File: src/rtl/noc_leaf_injector.sv
// Leaf network interface: packs PE writes into {src, dest, data}, buffers them in a small FIFO and
// drives each packet into the router over a 4-phase req/ack link. Option: INJ_SENT_CNT_EN.
module noc_leaf_injector #(
  parameter int unsigned            WIDTH_packet = 14,
  parameter int unsigned            WIDTH_addr   = 3,
  parameter int unsigned            WIDTH_dest   = 3,
  parameter int unsigned            WIDTH_data   = 8,
  parameter logic [WIDTH_addr-1:0]  ADDR         = 3'b000,
  parameter int unsigned            DEPTH        = 4
) (
  input  logic                      clk,
  input  logic                      rst_n,
  input  logic                      pe_valid,
  output logic                      pe_ready,
  input  logic [WIDTH_dest-1:0]     pe_dest,
  input  logic [WIDTH_data-1:0]     pe_data,
  output logic                      net_req,
  input  logic                      net_ack,
  output logic [WIDTH_packet-1:0]   net_data,
  output logic [$clog2(DEPTH):0]    fifo_count
`ifdef INJ_SENT_CNT_EN
  ,
  output logic [15:0]               sent_cnt
`endif
);

  localparam int unsigned AW = $clog2(DEPTH);
  localparam logic [AW:0] FullCnt = (AW + 1)'(DEPTH);

  localparam logic [1:0] StIdle    = 2'd0;
  localparam logic [1:0] StReq     = 2'd1;
  localparam logic [1:0] StRelease = 2'd2;

  logic [WIDTH_packet-1:0] mem_q [DEPTH];
  logic [AW:0]             wr_ptr_q, rd_ptr_q;
  logic [AW:0]             count;
  logic                    full, empty, push, pop;

  logic                    ack_meta_q, ack_s_q;
  logic [1:0]              state_q, state_d;
  logic                    net_req_q, net_req_d;
  logic [WIDTH_packet-1:0] net_data_q, net_data_d;

  // Extra pointer bit makes the subtraction a direct occupancy count.
  assign count      = wr_ptr_q - rd_ptr_q;
  assign full       = (count == FullCnt);
  assign empty      = (wr_ptr_q == rd_ptr_q);
  assign pe_ready   = !full;
  assign push       = pe_valid && pe_ready;
  assign fifo_count = count;

  always_ff @(posedge clk) begin
    if (push) begin
      mem_q[wr_ptr_q[AW-1:0]] <= {ADDR, pe_dest, pe_data};
    end
  end

  always_ff @(posedge clk or negedge rst_n) begin
    if (!rst_n) begin
      wr_ptr_q <= '0;
      rd_ptr_q <= '0;
    end else begin
      if (push) wr_ptr_q <= wr_ptr_q + 1'b1;
      if (pop)  rd_ptr_q <= rd_ptr_q + 1'b1;
    end
  end

  // net_ack is asynchronous to clk.
  always_ff @(posedge clk or negedge rst_n) begin
    if (!rst_n) begin
      ack_meta_q <= 1'b0;
      ack_s_q    <= 1'b0;
    end else begin
      ack_meta_q <= net_ack;
      ack_s_q    <= ack_meta_q;
    end
  end

  // The head is popped at load, so net_data lives in its own register and req follows a cycle later.
  always_comb begin
    state_d    = state_q;
    net_req_d  = net_req_q;
    net_data_d = net_data_q;
    pop        = 1'b0;
    unique case (state_q)
      StIdle: begin
        if (!empty) begin
          pop        = 1'b1;
          net_data_d = mem_q[rd_ptr_q[AW-1:0]];
          state_d    = StReq;
        end
      end
      StReq: begin
        if (ack_s_q) begin
          net_req_d = 1'b0;
          state_d   = StRelease;
        end else begin
          net_req_d = 1'b1;
        end
      end
      StRelease: begin
        if (!ack_s_q) state_d = StIdle;
      end
      default: begin
        state_d   = StIdle;
        net_req_d = 1'b0;
      end
    endcase
  end

  always_ff @(posedge clk or negedge rst_n) begin
    if (!rst_n) begin
      state_q    <= StIdle;
      net_req_q  <= 1'b0;
      net_data_q <= '0;
    end else begin
      state_q    <= state_d;
      net_req_q  <= net_req_d;
      net_data_q <= net_data_d;
    end
  end

  assign net_req  = net_req_q;
  assign net_data = net_data_q;

`ifdef INJ_SENT_CNT_EN
  logic        sent_inc;
  logic [15:0] sent_cnt_q, sent_cnt_d;

  assign sent_inc   = (state_q == StReq) && ack_s_q;
  assign sent_cnt_d = sent_cnt_q + {15'd0, sent_inc};

  always_ff @(posedge clk or negedge rst_n) begin
    if (!rst_n) sent_cnt_q <= '0;
    else        sent_cnt_q <= sent_cnt_d;
  end

  assign sent_cnt = sent_cnt_q;
`endif

endmodule
File: config.mk
export PLATFORM = sky130hd
export DESIGN_NAME = noc_leaf_injector
export DESIGN_NICKNAME = d
export VERILOG_FILES = /design/src/rtl/noc_leaf_injector.sv
export SDC_FILE = /design/constraint.sdc
export NUM_CORES = 1
export LEC_CHECK = 0
export ABC_AREA = 1
export CORE_MARGIN = 3
export CORE_UTILIZATION = 35
export DETAILED_ROUTE_END_ITERATION = 16
export PLACE_DENSITY_LB_ADDON = 0.08
export SLEW_MARGIN = 10
export SYNTH_ARGS = -nofsm -noshare
export SYNTH_HDL_FRONTEND = slang
export SYNTH_SLANG_ARGS = --single-unit
File: constraint.sdc
create_clock -name clk -period 3.08 [get_ports clk]
set_input_delay 0.616 -clock clk [delete_from_list [all_inputs] [get_ports clk]]
set_output_delay 0.616 -clock clk [all_outputs]
set_load 0.02 [all_outputs]
; Word level (Yosys, flattened, before mapping)
; Memory sizes are Yosys's and may differ from the RTL's. A register that Yosys moved wholly into a read port is not among the register bits.
; Cells that the tools add are included.
[classes]
n_addsub = 3
n_eq_ne = 7
muxes = 10
bitwise_logic = 1
reduce_logical = 7
[op_table]
columns = operator, count
row1 = 3-bit by 1-bit adder with 3-bit output (second input constant), 2
row2 = 2-bit 2-to-1 mux, 3
row3 = 2-bit != test (second input constant), 3
row4 = 2-bit one-hot mux with 3 select lines, 1
row5 = 1-bit 2-to-1 mux, 5
row6 = 3-bit equality test, 1
row7 = 3-bit equality test (second input constant), 1
row8 = 3-bit AND reduction, 1
row9 = 3-bit subtractor, 1
row10 = 2-bit by 1-bit equality test with 1-bit output (second input constant), 1
row11 = 2-bit equality test (second input constant), 1
row12 = 1-bit logical NOT, 2
row13 = 2-bit logical NOT, 1
row14 = 1-bit one-hot mux with 2 select lines, 1
row15 = 2-bit AND reduction, 1
row16 = 2-bit OR reduction, 1
row17 = 1-bit logical AND, 1
row18 = 1-bit NOT, 1
[totals]
register_bits = 25
ram_bits = 44
inputBits = 15
out_inout_bits = 19
word_cells = 36
mem_count = 1
[memory_table]
columns = name, depth, word_bits, rd, rd_ports_with_merged_regs, write_ports, line
row1 = mem_q, 4, 11, 1, 1, 1, 34  ; logic [WIDTH_packet-1:0] mem_q [DEPTH];

; Depth between registers and ports, before layout
; Gate-level depths: netlist of run 1.
[depth]
depth_word = 6
mapped_depth = 10
ltp_nobuf = 9

; Worst setup path before layout of run 1
; OpenSTA, ideal clock, no wires.
[synth_timing]
path_type = register to register
start = register wr_ptr_q[0]
end = memory mem_q[0][0] in the netlist's numbering, enable pin
setup_ns = 0.378
arrival_time_ns = 2.023
required_ns = 2.702
setup_slack_ns = 0.678
stages_incl_launch_ff = 8
n_path_buf = 0
period_less_slack_ns = 2.402
path_cell_list = dfrtp_1 -> inv_1 -> ha_1 -> fa_1 -> nand3b_1 -> nand3_2 -> nand2_1 -> nor2_1
[synth_between]
elab_chain_len = 6
[synth_rtl]
columns = item, line
row1 = start: declaration, 35  ; logic [AW:0] wr_ptr_q, rd_ptr_q;
row2 = start signal: assignment, 63  ; if (push) wr_ptr_q <= wr_ptr_q + 1'b1;
row3 = 3-bit subtractor, 45  ; assign count = wr_ptr_q - rd_ptr_q;
row4 = 3-bit equality test, 46  ; assign full = (count == FullCnt);
row5 = 1-bit logical NOT, 48  ; assign pe_ready = !full;
row6 = via pe_ready, 14  ; output logic pe_ready,
row7 = 1-bit logical AND, 49  ; assign push = pe_valid && pe_ready;
row8 = 1-bit 2-to-1 mux, 53  ; if (push) begin
row9 = 1-bit 2-to-1 mux (not written as such), 54  ; mem_q[wr_ptr_q[AW-1:0]] <= {ADDR, pe_dest, pe_data};
row10 = end: declaration, 34
; The timed path passes the listed nets, and every way through them passes these cells.

; Worst setup path in the final report of run 1
[layout_timing]
start = register wr_ptr_q[0]
end = output fifo_count[1]
[layout_between]
elab_chain_len = 1
[layout_rtl]
columns = item, line
row1 = 3-bit subtractor, 45
row2 = end: declaration, 20  ; output logic [$clog2(DEPTH):0] fifo_count
; Every way passes these cells.

==> key figures, run 1 <==
Finish
  • Fraction of layout cells with a size suffix above 1: 10.1%
  • Multi-input logic area: 743 um^2
  • Fill cells: 693
  • Area Growth Syn to Fin: 23.6%
  • Final #Nets: 304
  • # diodes: 0
  • Reg area: 1870 um^2

Setup path
  • Type of origin of the critical path: register
  • CP Capture Type: output port
  • WP data arrival: 2.17 ns
  • Worst path required time: 2.46 ns
  • Crit Path Class: register to output port
  • Worst-path maximum fanout: 4

Clocking
  • Clk buf depth: 2
  • CTS clock-pin slew for the worst setup and hold paths: 0.07 ns
  • Number of setup buffers added after CTS: 0
  • CTS tree: done
  • Post-CTS resize count: 0
  • H-tree levels: 3
  • Clock latency at the later pin of the worst-skew pair: 0.33 ns
  • Hold_buf cts: 0
  • Clock Tree Root: clkbuf_8
  • CTS buffer count: 9
  • Clock tree sinks: 66

Route
  • Final wirelength: 5.17 mm
  • Post-DRT Antenna Nets: 0
  • Initial DRC count: 99
  • Routed len/inst: 13.4 um
  • DR vias: 1719
  • First-pass detailed-route iteration total: 4
  • Drt drc: 0
  • Vias/cell: 4.46

Hold path
  • Hold crit path type: register to register

STA
  • Slew margin rel.: 63.2%
  • Min Tclk post-route: 2.78 ns
  • Period utilization: 90.3%
  • Maximum clock frequency: 0.360 GHz
  • Final TNS setup: 0 ns
  • Setup violators final: 0
  • Final setup margin: 0.299 ns
  • Fin Clk Skew: 0.00736 ns
  • Least-Margin Pin Slew: 0.551 ns
  • Endpoints failing hold: 0
  • Pins Over Slew Limit: 0
  • Unrepaired setup endpoints after global routing: false
  • Hold WS: 0.355 ns

Yosys
  • Async set-reset flop share out of synthesis: 33.3%
  • Syn Inst Count: 243
  • Yosys warnings: 0
  • Seq cells post-synth: 66
  • Average cell area after synthesis: 11.3 um^2
  • Post-synth top area share: 48.2%
  • Cell area after synthesis: 2740 um^2
  • Predominant post-synthesis flop cell: edfxtp_1
  • Post-synth top cells: nand2_1, edfxtp_1, nor2_1
  • Area leader, netlist: edfxtp_1
  • Netlist cell types: 23
  • EDFF count, synth: 44
  • Most common cell in the netlist: nand2_1
  • Area contributors post-synth: edfxtp_1, dfrtp_1, nand2_1, o21ai_0, nor2_1
  • Seq/Total Area, Yosys: 68.3%

Floorplan
  • Die area: 8930 um^2
  • Core area: 7410 um^2
  • # rows: 31
  • Starting Density: 37.0%
  • Ports: 34
  • Die H: 94.5 um
  • Die Width: 94.5 um

GRT
  • Global-route wire length before repair: 8.55 mm
  • Overflow after GRT: 0
  • Vias in the first global route: 1723
  • Initial antenna violation count: 0
  • GRT Util Overall: 13.0%
  • Largest net degree at the start of global routing: 25

Power and ir drop
  • P_leak: 0.00141 uW
  • Maximum VDD drop: 0.299 mV
  • Pwr/cell area: 1110 nW/um^2

Outcome
  • Status: complete, no violations

Place
  • Buffers on Ports: 30
  • Pre-CTS WS: 0.428 ns
  • GPL Wtd Cong: 0.707
  • Detailed Place HPWL: 3.30 mm

Run
  • Max cap viols: 0
==> critical path: stages, from the launching register on <==
cell,delay (ns)
dfrtp_1,0.39
inv_1,0.11
ha_1,0.22
fa_1,0.45
inv_1,0.07
clkdlybuf4s50_1,0.59
==> worst paths after layout <==
| kind | slack (ns) | startpoint | depth (start not counted) | end |
|---|---|---|---|---|
| worst max-delay path | 0.30 | wr_ptr_q[0] | 5 | fifo_count[1] |
| worst min-delay path | 0.36 | ack_meta_q | 0 | ack_s_q |
| worst max register to register | 0.79 | wr_ptr_q[0] | 7 | mem_q[3][0] |
| worst min register to register | 0.36 | ack_meta_q | 0 | ack_s_q |
| max in group asynchronous | 2.22 | rst_n | 2 | state_q[0] |
| min in group asynchronous | 0.63 | rst_n | 2 | rd_ptr_q[2] |
==> cell type report <==
cell class,instances,share of cell area (%)
clock buffers,12,5.54
clock inverters,4,1.55
inverters,16,1.77
multi-input cells,152,21.9
flip-flops and latches,66,55.2
well taps,99,3.65
repair buffers,36,10.3
==> cells in the final DEF, fill, tap and decap left out, drive strengths merged <==
master and n:
buf 6, nand3 6, ha 7, o21ai 36, xor2 1, nand3b 1, conb 3, a21boi 1
clkbuf 12, dfrtp 22, edfxtp 44, and2 1, nand2 56, fa 1, bufinv 1, or3b 1
a21oi 1, clkdlybuf4s50 28, nor2 37, dlymetal6s2s 2, inv 17, clkinv 2
==> per-layer routing <==
layer | routed length [um] | vias up | global-route usage, %
met1 | 2550 | 801 | 17.6
met4 | 80 | 0 | 6.49
li1 | - | 879 | -
met2 | 2340 | 33 | 19.3
met5 | 0 | - | 0
met3 | 195 | 6 | 3.67
==> through the flow <==
stage	utilization (%)	cell area (um^2)	total power [uW]	instances
3_5_place_dp	42.4	3140	2980	369
5_1_grt	45.8	3390	4070	385
2_1_floorplan	-	2750	2420	245
6_report	45.8	3390	3770	385
3_3_place_gp	42.4	3140	2970	369
4_1_cts	45.7	3380	3830	385
==> sequential cells by signal (all words and copies together), names as in the netlist <==
| name | count |
|---|---|
| state_q | 2 |
| net_req | 1 |
| ack_s_q | 1 |
| rd_ptr_q | 3 |
| ack_meta_q | 1 |
| mem_q | 44 |
| wr_ptr_q | 3 |
| net_data | 11 |
==> power by group <==
group | switching (uW) | internal (uW)
clock network | 337 | 497
registers | 116 | 1240
logic | 985 | 595
==> cells by family after synthesis <==
kind of cell	count (synthesis)	synth area share (%)
adders and majority gates	8	3.93
other	1	0.137
DFF	66	68.3
AOI/OAI and AO/OA	38	7.44
buffers and inverters	27	4.88
and+or+nand+nor	102	15.0
xor gates and xnor gates	1	0.320
(Power assumes the default switching activity.)
==> inputs of run 2 (changes only) <==
--- a/config.mk
+++ b/config.mk
@@ -6,6 +6,7 @@
 export NUM_CORES = 1
 export LEC_CHECK = 0
 export ABC_AREA = 1
+export CORE_ASPECT_RATIO = 0.7
 export CORE_MARGIN = 3
 export CORE_UTILIZATION = 35
 export DETAILED_ROUTE_END_ITERATION = 16
==> run 2 against run 1 <==
Fmax shrank 0.64%. Critical endpoint is now pe_ready. Global-route usage grew 0.065 points. Sequential share of layout area grew 1.0 points. Largest cell class unchanged. Die area grew 0.19%.
==> key figures, run 2 (synthesis results as in run 1) <==
Floorplan
  • Die Width: 112 um (+18%)
  • Die H: 80.0 um (-15%)
  • # rows: 26 (-16%)
  • Die area: 8950 um^2 (+0.19%)
  • Starting Density: 36.8% (-0.21 points)
  • Ports: 34 (unchanged)
  • Core area: 7450 um^2 (+0.56%)

Setup path
  • CP Capture Type: output port
  • WP data arrival: 2.18 ns (about the same)
  • Crit Path Class: register to output port
  • Crit-path leading delay family: adder cells
  • WP buf/inv: 2 (-1)
  • Type of origin of the critical path: register
  • Worst path required time: 2.46 ns (about the same)
  • Critical path's slowest cell: dfrtp_1
  • CP cell instances: inv_1 > ha_1 > fa_1 > nand3b_1 > nand3_2 > dlygate4sd2_1
  • Worst-path maximum fanout: 6 (+2)
  • Max incr delay on CP: 0.40 ns (-0.19 ns)

Finish
  • Fraction of layout cells with a size suffix above 1: 9.44% (-0.70 points)
  • Commonest non-fill, non-tap cell in the layout: nand2_1
  • Leading cell types in the layout, fill and taps excluded: nand2_1, edfxtp_1, nor2_1, o21ai_0, clkdlybuf4s50_1
  • Final #Nets: 304 (unchanged)
  • # diodes: 0 (unchanged)
  • Final non-filler cell total: 384 (-0.26%)
  • Fill cells: 725 (+4.6%)
  • Fin area: 3330 um^2 (-1.8%)
  • Largest register FFs: 44 (unchanged)
  • Area Growth Syn to Fin: 21.4%

Power and ir drop
  • Maximum VDD drop: 0.369 mV (+23%)
  • Int Pwr: 2190 uW (-6.0%)
  • Pwr Total: 3630 uW (-3.7%)
  • Sw Share: 39.7% (+1.5 points)
  • Seq pwr share: 37.3% (+1.4 points)
  • Gate power share: 43.9% (+2.0 points)
  • P_leak: 0.00137 uW (-2.3%)
  • Psw: 1440 uW (+0.14%)
  • Power share of the clock group: 18.8% (-3.3 points)
  • Pwr/cell area: 1090 nW/um^2 (-1.9%)

STA
  • Setup violators final: 0 (unchanged)
  • Period utilization: 90.9% (+0.59 points)
  • Endpoints failing hold: 0 (unchanged)
  • Maximum clock frequency: 0.357 GHz (-0.64%)
  • Least-Margin Pin Slew: 0.538 ns (-0.0122 ns)
  • Final TNS setup: 0 ns (unchanged)
  • Hold WS: 0.362 ns (+0.00705 ns)
  • Unrepaired setup endpoints after global routing: false
  • Pins Over Slew Limit: 0 (unchanged)
  • Min Tclk post-route: 2.80 ns (+0.0180 ns)
  • Slew margin rel.: 64.1% (+0.82 points)
  • Fin Clk Skew: 0.0103 ns (+0.00293 ns)

Route
  • Drt drc: 0 (unchanged)
  • Final wirelength: 5.40 mm (+4.5%)
  • Post-DRT Antenna Nets: 0 (unchanged)
  • Routed len/inst: 14.1 um (+4.8%)
  • Vias/cell: 4.48 (+0.38%)
  • Initial DRC count: 91 (-8.1%)
  • DR vias: 1721 (+0.12%)
  • First-pass detailed-route iteration total: 4 (unchanged)

Clocking
  • Clock tree sinks: 66 (unchanged)
  • CTS tree: done
  • Clock Tree Root: clkbuf_8
  • Clock latency at the later pin of the worst-skew pair: 0.34 ns (about the same)
  • Clk buf depth: 2 (unchanged)
  • H-tree levels: 3 (unchanged)
  • Hold_buf cts: 0 (unchanged)
  • CTS buffer count: 9 (unchanged)
  • CTS clock-pin slew for the worst setup and hold paths: 0.08 ns (about the same)

GRT
  • Grt peak-use layer: met1
  • GR Util met3: 5.38% (+1.7 points)
  • Global-route wire length before repair: 8.66 mm (+1.3%)
  • GRT Util Overall: 13.1% (+0.065 points)
  • Overflow after GRT: 0 (unchanged)
  • Vias in the first global route: 1599 (-7.2%)
  • Largest net degree at the start of global routing: 25 (unchanged)
  • Global routing met2 resource utilization: 17.3% (-2.0 points)
  • Met1 Usage GRT: 19.5% (+1.9 points)
  • Initial antenna violation count: 0 (unchanged)

Hold path
  • Hold crit path type: register to register

Run
  • Max cap viols: 0 (unchanged)

Outcome
  • Status: complete, no violations

Place
  • Buffers on Ports: 30 (unchanged)
  • GPL Wtd Cong: 0.727 (+2.8%)
  • Placed instance count: 368 (-0.27%)
  • Instance area at placement: 3140 um^2 (about the same)
  • Detailed Place HPWL: 3.47 mm (+5.3%)
==> run 2: cell types whose count changed in the layout (fill, tap and decap cells not counted), sizes merged <==
cell	before	now
clkbuf	12	9
dlymetal6s2s	2	1
inv	17	16
clkinv	2	5
clkinvlp	0	1
dlygate4sd2	0	1
==> run 2: final cells by class <==
class                           count  area [um^2]  area share, %
Timing Repair Buffer               36          347           10.4
Tap cell                           98          123           3.68
Sequential cell                    66         1870           56.2
Multi-Input combinational cell    152          743           22.3
Clock buffer                        9          124           3.72
Clock inverter                      7         60.1           1.80
Inverter                           16         60.1           1.80
==> run 2: path summary, 6_finish.rpt <==
| kind | start | to | slack, ns | depth (start not counted) |
|---|---|---|---|---|
| worst max register to register | wr_ptr_q[0] | mem_q[3][1] | 0.72 | 7 |
| max in group asynchronous | rst_n | net_data[6] | 2.23 | 2 |
| worst max-delay path | wr_ptr_q[0] | pe_ready | 0.28 | 6 |
| min in group asynchronous | rst_n | wr_ptr_q[0] | 0.62 | 2 |
| worst min register to register | ack_meta_q | ack_s_q | 0.36 | 0 |
| worst min-delay path | ack_meta_q | ack_s_q | 0.36 | 0 |
==> run 2: what timing repair did <==
item | 4_1_cts | 5_1_grt
buffers inserted | 0 | 0
endpoints found under the setup margin | 1 | 1
gates resized for setup | 1 | 1
gates cloned | 0 | 0
==> run 2: routing by layer <==
layer / share of wire [%] / vias up
met2: 39 / 49
met3: 6.6 / 5
met1: 53 / 794
li1: - / 873
met5: 0 / -
met4: 0.81 / 0
==> run 2: through the flow <==
step | util [%] | setup slack [ns]
after CTS | 44.6 | 0.0744
after floorplan | - | 0.678
after global placement | 42.2 | 0.460
after detailed placement | 42.2 | 0.399
final | 44.7 | 0.281
after global routing | 44.7 | 0.161
==> run 2: worst reg2reg max path: cells and delay by family, from the launching register on <==
kind,cells,cell delay (ns)
flip-flops,1,0.40
buffers and inverters,2,0.52
AND/OR/NAND/NOR,3,0.45
adder cells (fa/ha/maj),2,0.61
==> run 2: power groups by stage <==
stage | clock, uW | sequential (uW) | combinational [uW]
6_report | 683 | 1350 | 1590
5_1_grt | 746 | 1380 | 1810
4_1_cts | 705 | 1350 | 1620
3_5_place_dp | 0 | 1370 | 1620
3_3_place_gp | 0 | 1370 | 1620
2_1_floorplan | 0 | 1450 | 966
